--- src/rtl/mem_access_unit.sv ---
// mem_access_unit: MEM-stage load/store initiator for a word-organised data memory.
// Loads read one word and extract/extend the addressed byte, halfword or word.
// SW writes in the accept cycle. SB/SH read the word, merge the new lane and write it back.
// Optional feature: define MEM_BOUNDS_CHECK_EN to reject addresses above the memory.
module mem_access_unit #(
    parameter int ADDR_W = 10
) (
    input  logic              clk,
    input  logic              reset,
    input  logic              req_valid,
    input  logic              is_load,
    input  logic              is_store,
    input  logic [2:0]        funct3,
    input  logic [31:0]       addr,
    input  logic [31:0]       store_data,
    output logic              stall,
    output logic [31:0]       load_data,
    output logic              load_valid,
    output logic              fault,
    output logic [ADDR_W-1:0] mem_address,
    output logic [31:0]       mem_wdata,
    output logic              mem_re,
    output logic              mem_we,
    input  logic [31:0]       mem_rdata
);

    typedef enum logic [1:0] {
        IDLE      = 2'd0,
        LOAD_WAIT = 2'd1,
        RMW_WAIT  = 2'd2
    } state_t;

    state_t            r_state;
    logic [ADDR_W-1:0] r_addr_word;
    logic [1:0]        r_lane;
    logic [2:0]        r_funct3;
    logic [15:0]       r_sdata;

    logic              w_idle_req;
    logic              w_load_f3_ok;
    logic              w_store_f3_ok;
    logic              w_misalign;
    logic              w_oob;
    logic              w_reject;
    logic              w_fault;
    logic              w_do_load;
    logic              w_do_sw;
    logic              w_do_rmw;
    logic [ADDR_W-1:0] w_req_word;
    logic [7:0]        w_byte;
    logic [15:0]       w_half;
    logic [31:0]       w_load_ext;
    logic [31:0]       w_merged;

    // Request decode: only an IDLE cycle with a load or store is a real request.
    assign w_idle_req    = (r_state == IDLE) & req_valid & (is_load | is_store);
    assign w_load_f3_ok  = (funct3 != 3'b011) & (funct3[2:1] != 2'b11);
    assign w_store_f3_ok = ~funct3[2] & (funct3[1:0] != 2'b11);
    assign w_misalign    = ((funct3[1:0] == 2'b01) & addr[0]) |
                           ((funct3[1:0] == 2'b10) & (|addr[1:0]));

`ifdef MEM_BOUNDS_CHECK_EN
    assign w_oob = |addr[31:ADDR_W+2];
`else
    // Upper address bits are ignored: the access wraps within the memory.
    logic w_unused_addr_hi;
    assign w_unused_addr_hi = ^addr[31:ADDR_W+2];
    assign w_oob            = 1'b0;
`endif

    assign w_reject   = (is_load & is_store) | (is_load & ~w_load_f3_ok) |
                        (is_store & ~w_store_f3_ok) | w_misalign | w_oob;
    assign w_fault    = w_idle_req & w_reject;
    assign w_do_load  = w_idle_req & ~w_reject & is_load;
    // A legal store with funct3[1] set can only be SW; otherwise it is SB/SH.
    assign w_do_sw    = w_idle_req & ~w_reject & is_store & funct3[1];
    assign w_do_rmw   = w_idle_req & ~w_reject & is_store & ~funct3[1];
    assign w_req_word = addr[ADDR_W+1:2];

    // Load lane extraction and sign/zero extension from the word read last cycle.
    always_comb begin
        // NOTE: every output of a combinational block gets a default first so no latch is inferred.
        w_load_ext = mem_rdata;
        w_byte     = mem_rdata[{r_lane, 3'b000} +: 8];
        w_half     = r_lane[1] ? mem_rdata[31:16] : mem_rdata[15:0];
        case (r_funct3)
            3'b000:  w_load_ext = {{24{w_byte[7]}}, w_byte};
            3'b100:  w_load_ext = {24'd0, w_byte};
            3'b001:  w_load_ext = {{16{w_half[15]}}, w_half};
            3'b101:  w_load_ext = {16'd0, w_half};
            default: w_load_ext = mem_rdata;
        endcase
    end

    // RMW merge: replace the captured byte or halfword lane, keep the other bytes.
    always_comb begin
        w_merged = mem_rdata;
        if (r_funct3[0] == 1'b0) begin
            w_merged[{r_lane, 3'b000} +: 8] = r_sdata[7:0];
        end else if (r_lane[1]) begin
            w_merged[31:16] = r_sdata;
        end else begin
            w_merged[15:0] = r_sdata;
        end
    end

    // Memory-side outputs and stall; all forced low while reset is asserted.
    always_comb begin
        stall       = 1'b0;
        mem_re      = 1'b0;
        mem_we      = 1'b0;
        mem_wdata   = 32'd0;
        mem_address = '0;
        if (!reset) begin
            case (r_state)
                IDLE: begin
                    stall  = w_do_load | w_do_rmw;
                    mem_re = w_do_load | w_do_rmw;
                    mem_we = w_do_sw;
                    if (w_do_sw) begin
                        mem_wdata = store_data;
                    end
                    if (w_do_load | w_do_rmw | w_do_sw) begin
                        mem_address = w_req_word;
                    end
                end
                LOAD_WAIT: begin
                    mem_address = r_addr_word;
                end
                RMW_WAIT: begin
                    mem_we      = 1'b1;
                    mem_wdata   = w_merged;
                    mem_address = r_addr_word;
                end
                default: begin
                    mem_address = '0;
                end
            endcase
        end
    end

    // Control FSM with registered load result, load_valid and fault pulses.
    always_ff @(posedge clk) begin
        // NOTE: sequential state uses non-blocking assignments so every register samples pre-edge values.
        if (reset) begin
            // NOTE: capture registers are reset too, so a reset mid-access leaves no stale lane or data behind.
            r_state     <= IDLE;
            r_addr_word <= '0;
            r_lane      <= 2'd0;
            r_funct3    <= 3'd0;
            r_sdata     <= 16'd0;
            load_data   <= 32'd0;
            load_valid  <= 1'b0;
            fault       <= 1'b0;
        end else begin
            load_valid <= 1'b0;
            fault      <= w_fault;
            case (r_state)
                IDLE: begin
                    if (w_do_load | w_do_rmw) begin
                        r_addr_word <= w_req_word;
                        r_lane      <= addr[1:0];
                        r_funct3    <= funct3;
                        r_sdata     <= store_data[15:0];
                        r_state     <= w_do_load ? LOAD_WAIT : RMW_WAIT;
                    end
                end
                LOAD_WAIT: begin
                    load_data  <= w_load_ext;
                    load_valid <= 1'b1;
                    r_state    <= IDLE;
                end
                RMW_WAIT: begin
                    r_state <= IDLE;
                end
                default: begin
                    r_state <= IDLE;
                end
            endcase
        end
    end

endmodule
--- config.mk ---
export PLATFORM = sky130hd
export DESIGN_NAME = mem_access_unit
export DESIGN_NICKNAME = d
export VERILOG_FILES = /design/src/rtl/mem_access_unit.sv
export SDC_FILE = /design/constraint.sdc
export NUM_CORES = 1
export LEC_CHECK = 0
export ABC_AREA = 1
export CORE_ASPECT_RATIO = 0.5
export CORE_MARGIN = 2
export CORE_UTILIZATION = 50
export CTS_BUF_LIST = sky130_fd_sc_hd__clkbuf_4
export DETAILED_ROUTE_END_ITERATION = 16
export PLACE_DENSITY = 0.89
export REMOVE_ABC_BUFFERS = 1
export SLEW_MARGIN = 30
export SYNTH_ARGS = -nofsm -noshare
export SYNTH_HDL_FRONTEND = slang
export SYNTH_SLANG_ARGS = --single-unit
export TNS_END_PERCENT = 1
--- constraint.sdc ---
create_clock -name clk -period 3.7 [get_ports clk]
set_input_delay 0.74 -clock clk [delete_from_list [all_inputs] [get_ports clk]]
set_output_delay 0.74 -clock clk [all_outputs]
set_load 0.03 [all_outputs]
==> metrics.txt <==
# TYPE chip_impl_metric gauge
chip_impl_info{name="status",value="finished, final reports clean"} 1
chip_impl_info{name="crit-reg2reg-capture",value="load_data[9]"} 1
chip_impl_metric{name="layout_worst_path_cycle_share",unit=""} 0.950
chip_impl_metric{name="antennaDiodeCount",unit=""} 0
chip_impl_metric{name="regArea",unit="um2"} 1350
chip_impl_metric{name="async_flop_share",unit=""} 0
chip_impl_metric{name="fp.coreArea",unit="um2"} 9510
chip_impl_metric{name="finish.utilization",unit=""} 0.697
chip_impl_metric{name="initialDrtViolationCount",unit=""} 772
chip_impl_metric{name="fillerInstances",unit=""} 878
chip_impl_metric{name="maxSlewHeadroom",unit=""} 0.379
chip_impl_metric{name="grtUsageTotal",unit=""} 0.321
chip_impl_metric{name="syn-instance-count",unit=""} 811
chip_impl_metric{name="yosysSeqAreaShare",unit=""} 0.272
chip_impl_info{name="endpoint_class_of_the_critical_path",value="output port"} 1
chip_impl_metric{name="cts_sinks",unit=""} 67
chip_impl_info{name="rsz_0062_raised_after_global_routing",value="false"} 1
chip_impl_metric{name="globalplace.congestion",unit=""} 0.932
chip_impl_metric{name="netlist-cell-type-count",unit=""} 33
chip_impl_metric{name="placementRows",unit=""} 25
chip_impl_metric{name="area_used_by_multi_input_combinational_logic",unit="um2"} 2940
chip_impl_metric{name="cts_hold_buf",unit=""} 0
chip_impl_info{name="hold_path.class",value="register to register"} 1
chip_impl_info{name="startpoint_type",value="register"} 1
chip_impl_info{name="holdCritStartpoint",value="load_data[10]"} 1
chip_impl_metric{name="clk-insertion-delay-late",unit="ps"} 460
chip_impl_metric{name="power_density",unit="nW/um2"} 302
chip_impl_metric{name="routed_wl",unit="mm"} 17.3
chip_impl_metric{name="worstPathArrival",unit="ps"} 2770
chip_impl_metric{name="antenna_violating_nets_post_route",unit=""} 0
chip_impl_metric{name="required",unit="ps"} 2960
chip_impl_info{name="clock_tree_from_tritoncts",value="done"} 1
chip_impl_metric{name="hpwl",unit="mm"} 12.2
chip_impl_metric{name="finalHoldViolCount",unit=""} 0
chip_impl_metric{name="clk_path_buf_depth",unit=""} 2
chip_impl_metric{name="post-place-ws",unit="ps"} 315
chip_impl_metric{name="antenna_found_initial",unit=""} 0
chip_impl_metric{name="initial_core_util",unit=""} 0.518
chip_impl_metric{name="floorplan.die.height",unit="um"} 74.2
chip_impl_metric{name="grt_overflow",unit=""} 0
chip_impl_metric{name="fmax",unit="GHz"} 0.285
chip_impl_metric{name="maximum_number_of_pins_on_one_net_before_global_route_repair",unit=""} 64
chip_impl_metric{name="routed_wire_length_per_instance",unit="um"} 16.1
chip_impl_info{name="clk_tree_root_cell",value="sky130_fd_sc_hd__clkbuf_4"} 1
chip_impl_metric{name="reg2regPathDepth",unit=""} 7
chip_impl_metric{name="port_buffers",unit=""} 162
chip_impl_metric{name="r2r_setup_slack",unit="ps"} 1320
chip_impl_metric{name="worst_tran_pin_value",unit="ps"} 931
chip_impl_metric{name="synthesized_flop_and_latch_total",unit=""} 67
chip_impl_metric{name="number_of_setup_violations_in_the_final_report",unit=""} 0
chip_impl_metric{name="leakage_power_summed_over_all_cells",unit="nW"} 2.94
chip_impl_metric{name="clock_slew_at_reported_path_ffs",unit="ps"} 140
chip_impl_metric{name="grt_pass1_wl",unit="mm"} 27.1
chip_impl_info{name="crit-reg2reg-launch",value="r_state[1]"} 1
chip_impl_metric{name="synthToLayoutAreaGrowth",unit="%"} 34.5
chip_impl_info{name="worst-setup-path-type",value="register to output port"} 1
chip_impl_metric{name="layout_min_cycle_time",unit="ps"} 3510
chip_impl_info{name="timing.hold.worst_endpoint",value="load_data[10]"} 1
chip_impl_metric{name="clock-skew-final",unit="ps"} 18.0
chip_impl_metric{name="num_io_pins",unit=""} 183
chip_impl_metric{name="post-route-worst-setup-slack",unit="ps"} 186
chip_impl_metric{name="final_nets",unit=""} 1044
chip_impl_metric{name="top_fanout_value_on_the_critical_path",unit=""} 14
chip_impl_metric{name="floorplan.die_area",unit="um2"} 10700
chip_impl_metric{name="route.vias.total",unit=""} 6167
chip_impl_metric{name="die_w",unit="um"} 144
chip_impl_metric{name="drive_gt1_frac",unit=""} 0.0972
chip_impl_metric{name="drv_cap",unit=""} 0
chip_impl_metric{name="number_of_clock_buffers_inserted_by_tritoncts",unit=""} 9
chip_impl_metric{name="post_detailed_route_drc_marker_count",unit=""} 0
chip_impl_metric{name="hold-path-cell-count",unit=""} 2
chip_impl_metric{name="via_per_inst",unit=""} 5.76
chip_impl_metric{name="finalMaxSlewViolations",unit=""} 0
chip_impl_metric{name="netlist_area",unit="um2"} 4930
chip_impl_info{name="postSynth.topFlopCell",value="sky130_fd_sc_hd__dfxtp_1"} 1
chip_impl_metric{name="vdd.ir_drop.worst",unit="uV"} 190
chip_impl_metric{name="synth_enable_flop_cells",unit=""} 0
chip_impl_metric{name="hold-worst-slack",unit="ps"} 515
chip_impl_metric{name="grt_pass1_vias",unit=""} 5480
chip_impl_metric{name="yosysWarningCount",unit=""} 0
chip_impl_metric{name="post_synth.cell_area_avg",unit="um2"} 6.08
chip_impl_metric{name="clock_tree.htree_level_count",unit=""} 3
chip_impl_metric{name="detailedRoute.firstPassIterationCount",unit=""} 7
[what timing repair did]
action                     CTS  global route
setup endpoints to repair   15            21
setup buffers                0             1
gates resized for setup      1             3
[logic make-up (layout without fill, tap and decap cells)]
family                     Yosys count  after routing  share of synthesized area
AOI/OAI and AO/OA                  273            273                      0.314
adders and majority gates            9              9                     0.0229
buffers and inverters              165            290                      0.133
DFF                                 67             67                      0.272
and+or+nand+nor                    297            297                      0.258
[flip-flops by register name, summed over array words and instances (netlist names)]
signal	count
fault	1
r_lane	2
r_addr_word	10
r_state	2
r_sdata	16
load_data	32
load_valid	1
r_funct3	3
[power by group]
part,internal (mW),switching (mW),leakage (nW)
combinational,0.222,0.329,2.29
clock,0.341,0.319,0.0956
sequential,0.758,0.0301,0.546
[critical path, cell delays in order (launching register included)]
cell and delay, ps:
sky130_fd_sc_hd__dfxtp_2 350, sky130_fd_sc_hd__inv_1 380, sky130_fd_sc_hd__ha_1 390, sky130_fd_sc_hd__nor2_2 320, sky130_fd_sc_hd__nand3_1 130, sky130_fd_sc_hd__o21ai_0 200, sky130_fd_sc_hd__nand3_1 110, sky130_fd_sc_hd__a21oi_1 280
sky130_fd_sc_hd__buf_12 160
[worst max path at each step]
| stage | end | slack, ps | startpoint |
|---|---|---|---|
| after floorplan | mem_wdata[0] | -520 | r_lane[1] |
| after global placement | mem_wdata[7] | 390 | funct3[1] |
| after detailed placement | mem_wdata[7] | 320 | funct3[1] |
| after CTS | mem_wdata[7] | 60 | r_lane[0] |
| after global routing | mem_wdata[7] | 20 | r_lane[1] |
| final | mem_wdata[7] | 190 | r_lane[1] |
[layout make-up]
type | count | share of cell area
timing repair buffer | 174 | 0.244
sequential | 67 | 0.203
clock buffer | 9 | 0.0102
multi-input combinational | 579 | 0.443
inverter | 100 | 0.0566
tap | 135 | 0.0255
clock inverter | 7 | 0.0174
[placed cells by master, fill, tap and decap left out, types with 3 or more instances in the layout]
| master | count |
|---|---|
| sky130_fd_sc_hd__nand4_1 | 4 |
| sky130_fd_sc_hd__ha_1 | 8 |
| sky130_fd_sc_hd__nand3_1 | 78 |
| sky130_fd_sc_hd__nor2_2 | 3 |
| sky130_fd_sc_hd__clkdlybuf4s50_1 | 116 |
| sky130_fd_sc_hd__bufinv_16 | 3 |
| sky130_fd_sc_hd__nand2_1 | 119 |
| sky130_fd_sc_hd__dfxtp_1 | 65 |
| sky130_fd_sc_hd__o211ai_1 | 11 |
| sky130_fd_sc_hd__a21oi_1 | 127 |
| sky130_fd_sc_hd__o21ai_0 | 86 |
| sky130_fd_sc_hd__inv_1 | 97 |
| sky130_fd_sc_hd__o221ai_1 | 27 |
| sky130_fd_sc_hd__nand2_2 | 4 |
| sky130_fd_sc_hd__o21ai_1 | 4 |
| sky130_fd_sc_hd__clkinv_1 | 4 |
| sky130_fd_sc_hd__nor2_1 | 84 |
| sky130_fd_sc_hd__buf_4 | 55 |
| sky130_fd_sc_hd__clkbuf_4 | 9 |
| sky130_fd_sc_hd__a22oi_1 | 10 |
[per-stage QoR]
| step | cells | total power [mW] | TNS, ps | instance area, um2 |
|---|---|---|---|---|
| global placement | 1054 | 1.32 | 0 | 6430 |
| finish | 1071 | 2.00 | 0 | 6630 |
| CTS | 1070 | 1.98 | 0 | 6610 |
| detailed placement | 1054 | 1.34 | 0 | 6430 |
| floorplan | 746 | 1.09 | -14750 | 4650 |
| global route | 1071 | 2.08 | 0 | 6630 |
[metal layers]
layer	vias up	global-route usage	part of all wire
met2	368	0.521	0.45
met5	-	0	0
met4	0	0.0669	0.011
met3	25	0.106	0.13
li1	2979	-	-
met1	2795	0.425	0.41
[cells in the mapped netlist (5+ instances only)]
cell type,n,share of area
sky130_fd_sc_hd__a21oi_1,127,0.13
sky130_fd_sc_hd__a22oi_1,10,0.015
sky130_fd_sc_hd__buf_1,5,0.0038
sky130_fd_sc_hd__buf_2,10,0.010
sky130_fd_sc_hd__clkbuf_1,45,0.034
sky130_fd_sc_hd__dfxtp_1,67,0.27
sky130_fd_sc_hd__ha_1,9,0.023
sky130_fd_sc_hd__inv_1,97,0.074
sky130_fd_sc_hd__nand2_1,119,0.091
sky130_fd_sc_hd__nand3_1,78,0.079
sky130_fd_sc_hd__nor2_1,85,0.065
sky130_fd_sc_hd__o211ai_1,11,0.017
sky130_fd_sc_hd__o21ai_0,86,0.087
sky130_fd_sc_hd__o221ai_1,27,0.048
Note: power is estimated with default switching activity, not from simulation.
